### src/rtl/uart_rx_framer.sv
// uart_rx_framer: 16x oversampling UART receiver with a FIFO push port.
// Reports framing, parity and overrun events as one-cycle pulses.
module uart_rx_framer #(
  parameter int OVS   = 16,
  parameter int DBITS = 8,
  parameter int CNTW  = 16
) (
  input  logic             clk,
  input  logic             rst_n,
  input  logic             softreset,
  input  logic [15:0]      divisor,
  input  logic             parity_en,
  input  logic             parity_odd,
  input  logic             rxd,
  output logic             validout,
  output logic [DBITS-1:0] dataout,
  input  logic             full,
  output logic             frame_err,
  output logic             parity_err,
  output logic             overrun,
  output logic [CNTW-1:0]  overrun_count,
  output logic             busy
);

  localparam int SCW = $clog2(OVS);
  localparam int BW  = $clog2(DBITS);
  localparam logic [SCW-1:0] MID  = SCW'(OVS / 2 - 1);
  localparam logic [SCW-1:0] LAST = SCW'(OVS - 1);
  localparam logic [BW-1:0]  BLST = BW'(DBITS - 1);

  typedef enum logic [2:0] {
    IDLE,
    START,
    DATA,
    PARITY,
    STOP,
    WAITHI
  } state_t;

  state_t           state;
  logic             clr;
  logic             s1;
  logic             s2;
  logic             prev;
  logic             rxs;
  logic             det;
  logic             tick;
  logic [15:0]      divcnt;
  logic [15:0]      div_lat;
  logic [SCW-1:0]   sc;
  logic [BW-1:0]    bidx;
  logic [DBITS-1:0] shreg;
  logic             perr;

  assign clr  = !rst_n || softreset;
  assign rxs  = s2;
  assign det  = (state == IDLE) && !rxs && prev;
  assign tick = (divcnt == div_lat);

  // Two-flop synchronizer plus previous-sample register for edge detect
  always_ff @(posedge clk) begin
    if (clr) begin
      s1   <= 1'b1;
      s2   <= 1'b1;
      prev <= 1'b1;
    end else begin
      s1   <= rxd;
      s2   <= s1;
      prev <= s2;
    end
  end

  // Tick divider; divisor is latched only when the counter reloads
  always_ff @(posedge clk) begin
    if (clr) begin
      divcnt  <= '0;
      div_lat <= divisor;
    end else if (det || tick) begin
      divcnt  <= '0;
      div_lat <= divisor;
    end else begin
      divcnt  <= divcnt + 16'd1;
    end
  end

  // Receive FSM with registered push and error pulses
  always_ff @(posedge clk) begin
    if (clr) begin
      state         <= IDLE;
      sc            <= '0;
      bidx          <= '0;
      shreg         <= '0;
      perr          <= 1'b0;
      validout      <= 1'b0;
      dataout       <= '0;
      frame_err     <= 1'b0;
      parity_err    <= 1'b0;
      overrun       <= 1'b0;
      overrun_count <= '0;
      busy          <= 1'b0;
    end else begin
      validout   <= 1'b0;
      frame_err  <= 1'b0;
      parity_err <= 1'b0;
      overrun    <= 1'b0;
      if (tick) sc <= sc + SCW'(1);
      unique case (state)
        IDLE: begin
          if (det) begin
            sc    <= '0;
            perr  <= 1'b0;
            state <= START;
            busy  <= 1'b1;
          end
        end
        START: begin
          if (tick && sc == MID) begin
            if (rxs) begin
              state <= IDLE;
              busy  <= 1'b0;
            end else begin
              sc    <= '0;
              bidx  <= '0;
              state <= DATA;
            end
          end
        end
        DATA: begin
          if (tick && sc == LAST) begin
            shreg <= {rxs, shreg[DBITS-1:1]};
            bidx  <= bidx + BW'(1);
            if (bidx == BLST)
              state <= parity_en ? PARITY : STOP;
          end
        end
        PARITY: begin
          if (tick && sc == LAST) begin
            perr  <= (^shreg) ^ rxs ^ parity_odd;
            state <= STOP;
          end
        end
        STOP: begin
          if (tick && sc == LAST) begin
            if (!rxs) begin
              frame_err <= 1'b1;
              state     <= WAITHI;
            end else begin
              state <= IDLE;
              busy  <= 1'b0;
              if (perr) begin
                parity_err <= 1'b1;
              end else if (full) begin
                overrun <= 1'b1;
                if (overrun_count != '1)
                  overrun_count <= overrun_count + CNTW'(1);
              end else begin
                validout <= 1'b1;
                dataout  <= shreg;
              end
            end
          end
        end
        WAITHI: begin
          if (rxs) begin
            state <= IDLE;
            busy  <= 1'b0;
          end
        end
        default: begin
          state <= IDLE;
          busy  <= 1'b0;
        end
      endcase
    end
  end

endmodule

### config.mk
export PLATFORM = sky130hd
export DESIGN_NAME = uart_rx_framer
export DESIGN_NICKNAME = d
export VERILOG_FILES = /design/src/rtl/uart_rx_framer.sv
export SDC_FILE = /design/constraint.sdc
export NUM_CORES = 1
export LEC_CHECK = 0
export ABC_AREA = 1
export CAP_MARGIN = 10
export CORE_MARGIN = 2
export CORE_UTILIZATION = 45
export CTS_BUF_LIST = sky130_fd_sc_hd__clkbuf_4 sky130_fd_sc_hd__clkbuf_8 sky130_fd_sc_hd__clkbuf_16
export CTS_CLUSTER_SIZE = 10
export DETAILED_ROUTE_END_ITERATION = 10
export PLACE_DENSITY = 0.67
export SLEW_MARGIN = 20
export SYNTH_ARGS = -nofsm -noshare
export SYNTH_HDL_FRONTEND = slang
export SYNTH_SLANG_ARGS = --single-unit
### constraint.sdc
create_clock -name clk -period 2.2 [get_ports clk]
set_input_delay 0.33 -clock clk [delete_from_list [all_inputs] [get_ports clk]]
set_output_delay 0.33 -clock clk [all_outputs]
set_load 0.01 [all_outputs]
==> flow_summary.ini, run 1 <==
[routing]
drt_wl_total_mm = 8.40
vias = 3569
dr.pass1.iters = 6
wl_per_cell_um = 11.5
route.detailed.drc = 0
drt_iter0_drc = 110
postRouteAntennaNets = 0
viasPerCell = 4.88

[die]
floorplan.die_area_sq_um = 9760
die_h_um = 98.8
rows = 34
die_width_um = 98.8
initial_core_util_pct = 46.4
io-pin-count = 52
core_sq_um = 8720

[synthesis]
avgSynthCellArea_sq_um = 7.28
synthCells = 556
ys_warn_count = 0
synthesis.area_sq_um = 4050
synth_seq_area_share_pct = 45.0
synth_cell_type_count = 32
ys_ff_latch = 83
synth_nets = 584

[worst_setup_path]
crit_top_cell = nand2_1
slowest_delay_ns = 0.44
worstPathArrival_ns = 2.22
cp-start-kind = register
crit_chain = inv_2 > nand2_1 > nand2_1 > nor2_1 > nand2_1 > nor2_4 > nand2_4 > nor2_8 > nand3_4 > inv_2 > nand2_1 > nand2_1 > nand2_1 > nor2_1
worstReg2RegStart = divcnt[12]$_SDFF_PP0_
critPathBufInv = 2
reg2reg_setup_slack_ns = 0.27
setup.worst_path.class = reg -> reg
crit_required_ns = 2.50
r2r_cells = 14
reg2reg_to = overrun_count[13]$_SDFFE_PP0P_
cp_slowest_cell = dfxtp_1
crit_family = simple AND/OR/NAND/NOR gates
critPathMaxFanout = 9
cp-end-kind = register

[clock_tree]
cts_hold_buffers = 0
cts_inserted_buffers = 9
cts_max_level = 3
tritoncts = built
clock_sinks = 83
cts_resized = 0
clk_path_buf_depth = 2
clk_pin_slew_ns = 0.08
post_cts_buffers = 0
cts-root-buf = clkbuf_8
clkLatencyLatePin_ns = 0.35

[grt]
grt_max_degree = 33
overflow = 0
first_global_vias = 3310
grt_pass1_wl_mm = 14.5
grt_use_total_pct = 18.1
antenna_found_initial = 0

[sta]
skew_ns = 0.0150
worstMarginPinSlew_ns = 0.531
rsz0062_at_grt = false
relSlewSlack_pct = 64.4
max_freq_ghz = 0.519
fin_hold_ws_ns = 0.424
slew_violations = 0
finalCritPeriodShare_pct = 87.6
fin_setup_tns_ns = 0
hold_viol = 0
setup_viol = 0
min_period_ns = 1.93

[run_status]
status = finished, final reports clean

[power]
p_per_area_nw_per_um2 = 591
vdd_drop_max_v = 0.000252
p_leak_nw = 1.96

[cells_and_area]
n_fill_cell = 815
drive_gt1_share_pct = 7.38
layout_common_cells = 125 x nand2_1, 85 x nor2_1, 80 x inv_1
multiInputGateArea_sq_um = 1880
synthToLayoutAreaGrowth_pct = 22.0
nets = 646
antennaDiodeCount = 0
final_common_cell = nand2_1
register_area_sq_um = 1820

[min_path]
min-delay-path-class = reg -> reg
holdCritStartpoint = s1$_SDFF_PP1_
holdPathEnd = rxs$_SDFF_PP1_
whs_path_depth = 1

[placement]
post-dp-hpwl_mm = 6.13
place_congestion = 0.851
portBuffers = 51

[job]
maxCapViolCount = 0
-- kinds of logic (layout without fill, tap and decap cells) --
family | count (synthesis) | count (layout) | share of synthesized area [%]
simple gates | 297 | 297 | 32.9
buf+inv | 95 | 162 | 8.91
flops | 83 | 83 | 45.0
compound gates | 55 | 55 | 7.05
xor+xnor | 21 | 21 | 4.55
fa+ha+maj | 5 | 5 | 1.55
-- cells in the mapped netlist --
library cell  number  area [sq um]
nor3b_1            5          37.5
a21o_1             1          7.51
or2_0              1          6.26
nand3_4            1          17.5
nand2_2            1          6.26
o21ai_0           19          95.1
nor4_1             2          12.5
nand3_1           30           150
nor2_2             1          6.26
nor2_8             1          20.0
or2_2              2          12.5
nand2_4            1          11.3
xor2_1            14           123
edfxtp_1          16           480
dfxtp_1           67          1340
nand2_1          125           469
a21oi_1           31           155
xnor2_1            7          61.3
o21bai_1           1          7.51
buf_2              3          15.0
o22ai_1            2          12.5
nor4_2             1          12.5
inv_2              5          18.8
nor2_1            86           323
clkbuf_1           7          26.3
nor2_4             3          33.8
nand4_1           14          87.6
inv_1             80           300
nand3_2            2          20.0
nor3_1            21           105
ha_1               5          62.6
a21boi_0           1          7.51
-- report_power, final --
group | leakage [nW] | switching (W) | internal [W]
clock | 0.0995 | 0.000510 | 0.000520
combinational | 1.16 | 0.000165 | 0.000116
sequential | 0.703 | 0.0000243 | 0.00158
total | 1.96 | 0.000699 | 0.00222
-- area by class of cell --
| type | count | share of cell area (%) |
|---|---|---|
| inverters | 85 | 6.47 |
| repair buffers | 61 | 12.1 |
| well taps | 108 | 2.74 |
| clock buffers | 16 | 3.70 |
| multi-input cells | 378 | 38.1 |
| flip-flops and latches | 83 | 36.9 |
-- layer usage --
| metal | track usage [%] | vias to the layer above | wire [um] |
|---|---|---|---|
| li1 | - | 1890 | - |
| met1 | 22.7 | 1588 | 3970 |
| met2 | 29.8 | 79 | 3990 |
| met3 | 4.54 | 12 | 336 |
| met4 | 7.17 | 0 | 112 |
| met5 | 0 | - | 0 |
-- metrics by stage --
| stage | area (sq um) | util (%) | worst slack [ns] | cells | total power (W) |
|---|---|---|---|---|---|
| 2_1_floorplan | 4050 | - | 0.336 | 556 | 0.00182 |
| 3_3_place_gp | 4740 | 54.3 | 0.213 | 715 | 0.00192 |
| 3_5_place_dp | 4740 | 54.3 | 0.195 | 715 | 0.00192 |
| 4_1_cts | 4920 | 56.4 | 0.183 | 731 | 0.00295 |
| 5_1_grt | 4930 | 56.6 | 0.0117 | 731 | 0.00305 |
| 6_report | 4930 | 56.6 | 0.272 | 731 | 0.00292 |
-- worst max path at each step --
stage	to	slack, ns	start	cells after the start
after floorplan	div_lat[0]$_DFFE_PP_	0.34	divcnt[7]$_SDFF_PP0_	9
after global placement	dataout[1]$_SDFFE_PP0P_	0.21	divcnt[0]$_SDFF_PP0_	11
after detailed placement	dataout[3]$_SDFFE_PP0P_	0.19	divcnt[0]$_SDFF_PP0_	11
after CTS	dataout[3]$_SDFFE_PP0P_	0.18	divcnt[0]$_SDFF_PP0_	11
after global routing	overrun_count[11]$_SDFFE_PP0P_	0.01	divcnt[12]$_SDFF_PP0_	11
final	overrun_count[13]$_SDFFE_PP0P_	0.27	divcnt[12]$_SDFF_PP0_	14
-- state kept, by name, indices dropped and copies added (netlist names), 3 cells and up --
signal         cells
bidx               3
dataout            8
div_lat           16
divcnt            16
overrun_count     16
sc                 4
shreg              8
state              3
No activity file was read; power rests on OpenSTA's default activity.
==> run 2, diff against run 1 <==
--- a/config.mk
+++ b/config.mk
@@ -7,6 +7,7 @@
 export LEC_CHECK = 0
 export ABC_AREA = 1
 export CAP_MARGIN = 10
+export CORE_ASPECT_RATIO = 0.75
 export CORE_MARGIN = 2
 export CORE_UTILIZATION = 45
 export CTS_BUF_LIST = sky130_fd_sc_hd__clkbuf_4 sky130_fd_sc_hd__clkbuf_8 sky130_fd_sc_hd__clkbuf_16
==> flow_summary.ini, run 2 (synthesis gave the netlist of run 1 again) <==
[run_status]
status = finished, final reports clean

[routing]
wl_per_cell_um = 11.7
postRouteAntennaNets = 0
drt_iter0_drc = 218
drt_wl_total_mm = 8.58
vias = 3514
route.detailed.drc = 0
viasPerCell = 4.79
dr.pass1.iters = 4

[cells_and_area]
fin_area_sq_um = 5050
final_common_cell = nand2_1
nets = 648
antennaDiodeCount = 0
reg_top3 = div_lat x16, divcnt x16, overrun_count x16
synthToLayoutAreaGrowth_pct = 24.8
drive_gt1_share_pct = 7.84
final_cell_count_no_fill = 733
layout_common_cells = 125 x nand2_1, 85 x nor2_1, 80 x inv_1

[grt]
overflow = 0
grt_max_degree = 33
first_global_vias = 3124
antenna_found_initial = 0
grt_use_total_pct = 18.7
grt_pass1_wl_mm = 14.5

[sta]
relSlewSlack_pct = 67.8
hold_viol = 0
finalCritPeriodShare_pct = 88.2
skew_ns = 0.00856
min_period_ns = 1.94
max_freq_ghz = 0.515
setup_viol = 0
rsz0062_at_grt = false
fin_setup_tns_ns = 0
worstMarginPinSlew_ns = 0.479
slew_violations = 0

[die]
core_sq_um = 8600
initial_core_util_pct = 47.0
rows = 29
floorplan.die_area_sq_um = 9770
die_width_um = 113
io-pin-count = 52
die_h_um = 86.1

[min_path]
min-delay-path-class = reg -> reg

[placement]
post-dp-hpwl_mm = 6.51
placed_area_sq_um = 4750
portBuffers = 51
place_congestion = 0.933
dp_cells = 717

[clock_tree]
tritoncts = built
post_cts_buffers = 0
clkLatencyLatePin_ns = 0.34
clk_pin_slew_ns = 0.06
clock_sinks = 83
cts_hold_buffers = 0
cts_inserted_buffers = 9
cts_resized = 0
cts-root-buf = clkbuf_16
clk_path_buf_depth = 2
cts_max_level = 3

[power]
vdd_drop_max_v = 0.000646
p_per_area_nw_per_um2 = 652
p_leak_nw = 2.01
finalPower_w = 0.00329

[worst_setup_path]
cp-start-kind = register
cp-end-kind = register
critPathMaxFanout = 8
worstPathArrival_ns = 2.16
crit_required_ns = 2.42
setup.worst_path.class = reg -> reg

[job]
maxCapViolCount = 0
[run 2: cell types whose count changed in the layout (fill, tap and decap cells not counted)]
cell        delta
buf_4          +2
clkbuf_16      +9
clkbuf_4       -6
clkbuf_8      -10
clkinv_2       +1
clkinvlp_4     +2
inv_4          +2
inv_6          +2
nand3_1        -1
nand3_2        +1
[run 2: cell type report]
class / count / area [sq um]
Clock buffer: 9 / 225
Sequential cell: 83 / 1820
Clock inverter: 7 / 50.0
Fill cell: 767 / 3550
Tap cell: 108 / 135
Timing Repair Buffer: 63 / 613
Inverter: 85 / 319
Multi-Input combinational cell: 378 / 1880
[run 2: critical path, cell delays in order (launching register included)]
cell and delay, ns:
dfxtp_1 0.43, inv_2 0.06, nand2_1 0.05, nand2_1 0.05, nor2_1 0.11, nand2_1 0.12
nor2_4 0.18, nand2_4 0.12, nor2_8 0.18, nand2_2 0.09, nand2_1 0.06, nand2_1 0.11
o21ai_0 0.20, nor2_1 0.06
[run 2: report_power, final]
| group | total (W) | switching (W) | internal, W |
|---|---|---|---|
| clock network | 0.00139 | 0.000623 | 0.000771 |
| registers | 0.00161 | 0.0000223 | 0.00158 |
| logic | 0.000290 | 0.000173 | 0.000117 |
| total | 0.00329 | 0.000819 | 0.00247 |
[run 2: worst paths after layout]
| kind | startpoint | cells after the start | slack (ns) | end |
|---|---|---|---|---|
| setup / recovery | divcnt[12]$_SDFF_PP0_ | 13 | 0.26 | bidx[0]$_SDFFE_PP0P_ |
| hold / removal | s1$_SDFF_PP1_ | 1 | 0.41 | rxs$_SDFF_PP1_ |
| setup reg to reg | divcnt[12]$_SDFF_PP0_ | 13 | 0.26 | bidx[0]$_SDFFE_PP0P_ |
| hold reg to reg | s1$_SDFF_PP1_ | 1 | 0.41 | rxs$_SDFF_PP1_ |
[run 2: routing by layer]
layer  wire length, um  part of all wire [%]  GRT usage (%)
met2              3480                    41           25.6
met5                 0                     0              0
met3               448                   5.2           5.23
met4               106                   1.2           5.76
met1              4540                    53           28.3
[run 2: through the flow]
step	hold slack (ns)	utilization, %	setup slack, ns
after floorplan	0.393	-	0.336
after global placement	0.394	55.3	0.224
after detailed placement	0.399	55.3	0.202
after CTS	0.415	58.5	0.188
after global routing	0.425	58.7	0.0154
final	0.413	58.7	0.259
